[config.mk]
export PLATFORM = sky130hd
export DESIGN_NAME = serial_sub
export DESIGN_NICKNAME = d
export VERILOG_FILES = /design/src/rtl/serial_sub_pkg.sv /design/src/rtl/serial_sub_fullsub_digit.sv /design/src/rtl/serial_sub.sv
export SDC_FILE = /design/constraint.sdc
export NUM_CORES = 1
export LEC_CHECK = 0
export ABC_AREA = 1
export BUFFER_PORTS_ARGS = -buffer_cell sky130_fd_sc_hd__buf_2
export CAP_MARGIN = 15
export CORE_MARGIN = 2
export CORE_UTILIZATION = 50
export CTS_BUF_LIST = sky130_fd_sc_hd__clkbuf_4 sky130_fd_sc_hd__clkbuf_8 sky130_fd_sc_hd__clkbuf_16
export DETAILED_ROUTE_END_ITERATION = 12
export PLACE_DENSITY = 0.85
export SETUP_SLACK_MARGIN = 0.15
export SLEW_MARGIN = 40
export SYNTH_ARGS = -nofsm -noshare
export SYNTH_HDL_FRONTEND = slang
export SYNTH_SLANG_ARGS = --single-unit
[constraint.sdc]
create_clock -name clk -period 2.5 [get_ports clk]
set_input_delay 0.25 -clock clk [delete_from_list [all_inputs] [get_ports clk]]
set_output_delay 0.25 -clock clk [all_outputs]
set_load 0.01 [all_outputs]
[src/rtl/serial_sub_pkg.sv]
// Shared types and defaults for the digit-serial subtractor.
// The saturation build is selected with the SERIAL_SUB_SAT_EN macro.
package serial_sub_pkg;

  typedef enum logic [1:0] {
    IDLE = 2'd0,
    RUN  = 2'd1,
    DONE = 2'd2
  } state_t;

  localparam int DEF_WIDTH = 8;
  localparam int DEF_DIGIT = 1;

endpackage

[src/rtl/serial_sub_fullsub_digit.sv]
// Combinational DIGIT-bit subtract slice: {bo, d} = x - y - bi at DIGIT+1 bits.
module fullsub_digit #(
  parameter int DIGIT = 1
) (
  input  logic [DIGIT-1:0] x,
  input  logic [DIGIT-1:0] y,
  input  logic             bi,
  output logic [DIGIT-1:0] d,
  output logic             bo
);

  logic [DIGIT:0] r;

  assign r  = {1'b0, x} - {1'b0, y} - {{DIGIT{1'b0}}, bi};
  assign d  = r[DIGIT-1:0];
  assign bo = r[DIGIT];

endmodule

[src/rtl/serial_sub.sv]
// Digit-serial subtractor: diff = a - b - bin, DIGIT bits per cycle, LSB slice first.
// Define SERIAL_SUB_SAT_EN to clamp diff to zero when the final borrow is set.
module serial_sub
  import serial_sub_pkg::*;
#(
  parameter int WIDTH = DEF_WIDTH,
  parameter int DIGIT = DEF_DIGIT
) (
  input  logic             clk,
  input  logic             rst,
  input  logic             start,
  input  logic [WIDTH-1:0] a,
  input  logic [WIDTH-1:0] b,
  input  logic             bin,
  output logic             busy,
  output logic             done,
  output logic [WIDTH-1:0] diff,
  output logic             bout,
  output logic [1:0]       state_dbg
);

  localparam int K  = WIDTH / DIGIT;
  localparam int CW = $clog2(K) + 1;
  localparam logic [CW-1:0] LAST = CW'(K - 1);

  state_t state_q, state_d;

  logic [WIDTH-1:0] a_q, a_d;
  logic [WIDTH-1:0] b_q, b_d;
  logic [WIDTH-1:0] acc_q, acc_d;
  logic [WIDTH-1:0] diff_q, diff_d;
  logic             borrow_q, borrow_d;
  logic             bout_q, bout_d;
  logic [CW-1:0]    cnt_q, cnt_d;

  logic [DIGIT-1:0]       slice_d;
  logic                   slice_bo;
  logic [WIDTH+DIGIT-1:0] acc_ext;
  logic [WIDTH-1:0]       acc_nx;
  logic [WIDTH-1:0]       result;

  fullsub_digit #(.DIGIT(DIGIT)) u_slice (
    .x  (a_q[DIGIT-1:0]),
    .y  (b_q[DIGIT-1:0]),
    .bi (borrow_q),
    .d  (slice_d),
    .bo (slice_bo)
  );

  // New slice enters at the top; after K cycles the LSB slice has reached bit 0.
  assign acc_ext = {slice_d, acc_q};
  assign acc_nx  = acc_ext[WIDTH+DIGIT-1:DIGIT];

`ifdef SERIAL_SUB_SAT_EN
  assign result = slice_bo ? '0 : acc_nx;
`else
  assign result = acc_nx;
`endif

  always_ff @(posedge clk) begin
    if (rst) begin
      state_q <= IDLE;
    end else begin
      state_q <= state_d;
    end
  end

  // start is accepted only in IDLE; done is a one-cycle pulse with diff/bout valid.
  always_comb begin
    state_d = state_q;
    case (state_q)
      IDLE:    if (start) state_d = RUN;
      RUN:     if (cnt_q == LAST) state_d = DONE;
      DONE:    state_d = IDLE;
      default: state_d = IDLE;
    endcase
  end

  always_comb begin
    busy      = (state_q == RUN);
    done      = (state_q == DONE);
    diff      = diff_q;
    bout      = bout_q;
    state_dbg = state_q;
  end

  always_comb begin
    a_d      = a_q;
    b_d      = b_q;
    acc_d    = acc_q;
    borrow_d = borrow_q;
    cnt_d    = cnt_q;
    diff_d   = diff_q;
    bout_d   = bout_q;
    case (state_q)
      IDLE: begin
        if (start) begin
          a_d      = a;
          b_d      = b;
          borrow_d = bin;
          acc_d    = '0;
          cnt_d    = '0;
        end
      end
      RUN: begin
        a_d      = a_q >> DIGIT;
        b_d      = b_q >> DIGIT;
        acc_d    = acc_nx;
        borrow_d = slice_bo;
        cnt_d    = cnt_q + CW'(1);
        if (cnt_q == LAST) begin
          diff_d = result;
          bout_d = slice_bo;
        end
      end
      default: ;
    endcase
  end

  always_ff @(posedge clk) begin
    if (rst) begin
      a_q      <= '0;
      b_q      <= '0;
      acc_q    <= '0;
      borrow_q <= 1'b0;
      cnt_q    <= '0;
      diff_q   <= '0;
      bout_q   <= 1'b0;
    end else begin
      a_q      <= a_d;
      b_q      <= b_d;
      acc_q    <= acc_d;
      borrow_q <= borrow_d;
      cnt_q    <= cnt_d;
      diff_q   <= diff_d;
      bout_q   <= bout_d;
    end
  end

endmodule

==> reports/results.ini <==
[drt]
drt_pass1_iterations=5
drt_iter0_markers=64
remaining_drc_errors=0
viasPerCell=5.066
drt-total-wl_mm=3.595
post_drt_wl_per_cell_um=11.34
antenna_left=0
vias=1606

[power]
finalPower_mw=1.223
clock_power_share=0.266
comb_power_share=0.180
power-per-cell-area_nw_per_um2=629.2
irDropWorstVdd_uv=444.9
p_seq_frac=0.555
net-switching-power_uw=364.4
intPower_uw=859.0
p_sw_frac=0.2979
p_leak_nw=0.9285

[synth]
synthDistinctLibCells=20
synth.avg_cell_area_sq_um=7.094
yosysMostFrequentCell=nand2_1
netlist_instances=242
post-synth-top-area-cell=dfxtp_1
synth_top_area_frac=0.4548
ys_ff_latch=39
synth_edf_count=0
syn_nets=264
seq_area_frac_synth=0.4548
yosysWarnings=0
async_flop_share=0
syn_area_sq_um=1717
synth_top_cells_by_area=dfxtp_1 (45%), nand2_1 (13%), nand3_1 (12%), nor2_1 (7.9%), inv_1 (4.8%)
synth-main-ff-cell=dfxtp_1
synthTopCellsByCount=nand2_1 (58), nand3_1 (41), dfxtp_1 (39), nor2_1 (36), inv_1 (22)

[clock_tree]
numClockSinks=39
clkLatencyLatePin_ns=0.34
htree_num_levels=2
cts_setup_buffers=0
cts.reportedPaths.clkPinSlew_ns=0.11
cts_resized=0
postCtsHoldBufs=0
cts_tree=yes
clock-root-buffer=clkbuf_4
cts_buffers=5
clock_path_buffers=2

[placement]
place_congestion=0.7981
hpwl_mm=2.426
place_inst=310
portBuffers=32

[flow_run]
maxCapViolations=0

[timing]
finalHoldViolCount=0
setup_viol=0
tightest_slew_ns=0.6725
period_needed_ns=1.716
slew_headroom=0.5512
fmax_ghz=0.5827
fin_crit_sh=0.6864
fin_setup_tns_ns=0
rsz0062_at_grt=false
hold-worst-slack_ns=0.1476
slew_viol_final=0
skew_ns=0.01093

[critical_path]
crit_arrival_ns=1.47
critPathRequiredTime_ns=2.25
cp-start-kind=flip-flop
path_max_fanout=12
timing_worst_setup_path_type=flip-flop to output port
worstSetupEndpointType=output port

[grt]
met1_usage=0.2434
grt_most_used_layer=met2
grt_util_met3=0.06306
overflow=0
met2_usage=0.3293
antenna_found_initial=0
grt_max_degree=28
grt_pass1_vias=1525
track_usage=0.2014
grt_pass1_wl_mm=6.341

[hold_path]
hold_class=input pin to flip-flop

[die]
die_x_um=62.60
start_util=0.5185
row_count=21
fp.coreArea_sq_um=3311
io_pins=33
fp.dieH_um=62.60
die_area_sq_um=3918

[cells_and_area]
diodes=0
drive_gt1_frac=0.1771
final_cells=317
synthToLayoutAreaGrowth_pct=13.27
finalCoreUtilization=0.5873
nets=293

[outcome]
status=finished, final reports clean

[metal layers]
metal | up-vias | share of wire
li1 | 827 | -
met1 | 734 | 0.45
met2 | 39 | 0.48
met3 | 6 | 0.055
met4 | 0 | 0.011
met5 | - | 0
[flip-flops by register name (all words and copies together), names as in the netlist]
| name | count |
|---|---|
| borrow_q | 1 |
| bout | 1 |
| state_dbg | 2 |
| a_q | 8 |
| b_q | 8 |
| diff | 8 |
| acc_q | 7 |
| cnt_q | 4 |
[cells by family after synthesis]
family / after synthesis / share of synthesized area
simple gates: 149 / 0.3848
flops: 39 / 0.4548
buf+inv: 36 / 0.08818
compound gates: 16 / 0.05320
fa+ha+maj: 2 / 0.01895
[final timing paths]
check,from,slack [ns],cells past startpoint,endpoint
worst max-delay path,state_dbg[0]$_SDFFE_PP0P_,0.78,3,busy
worst min-delay path,rst,0.15,2,a_q[1]$_SDFFE_PP0P_
worst max register to register,state_dbg[0]$_SDFFE_PP0P_,0.94,6,diff[7]$_SDFFE_PP0P_
worst min register to register,diff[1]$_SDFFE_PP0P_,0.47,2,diff[1]$_SDFFE_PP0P_
[final cells by class]
| type | count | area, sq um |
|---|---|---|
| Fill cell | 347 | 1366 |
| Inverter | 24 | 90.09 |
| Tap cell | 46 | 57.56 |
| Sequential cell | 39 | 780.7 |
| Multi-Input combinational cell | 167 | 784.5 |
| Clock inverter | 1 | 5.005 |
| Clock buffer | 6 | 51.30 |
| Timing Repair Buffer | 34 | 175.2 |
[power groups by stage]
stage	clock, mW	sequential [mW]	combinational, mW
after floorplan	0	0.690	0.166
after global placement	0	0.692	0.212
after detailed placement	0	0.693	0.218
after CTS	0.326	0.678	0.219
after global routing	0.358	0.683	0.252
final	0.325	0.679	0.220
[placed cells by master (no fill, tap or decap)]
| master | instances |
|---|---|
| a21oi_1 | 3 |
| buf_2 | 32 |
| buf_4 | 2 |
| clkbuf_4 | 5 |
| clkbuf_8 | 1 |
| clkinv_1 | 1 |
| clkinv_2 | 1 |
| dfxtp_1 | 39 |
| fa_1 | 1 |
| ha_1 | 1 |
| inv_1 | 22 |
| inv_2 | 1 |
| nand2_1 | 58 |
| nand2_2 | 1 |
| nand2_4 | 1 |
| nand3_1 | 41 |
| nand3b_1 | 8 |
| nor2_1 | 36 |
| nor2_2 | 4 |
| o21ai_0 | 3 |
| o21ai_1 | 1 |
| o22ai_1 | 9 |
[metrics by stage]
stage	instance area (sq um)	worst slack, ns
global route	1944	0.6838
CTS	1944	0.7957
finish	1944	0.7839
floorplan	1717	1.353
detailed placement	1888	0.8428
global placement	1888	0.9017
[worst max-delay path: stages, from the launching register on]
cell,delay (ns)
dfxtp_1,0.46
inv_1,0.08
nor2_2,0.37
buf_2,0.22
Note: power is estimated with default switching activity, not from simulation.
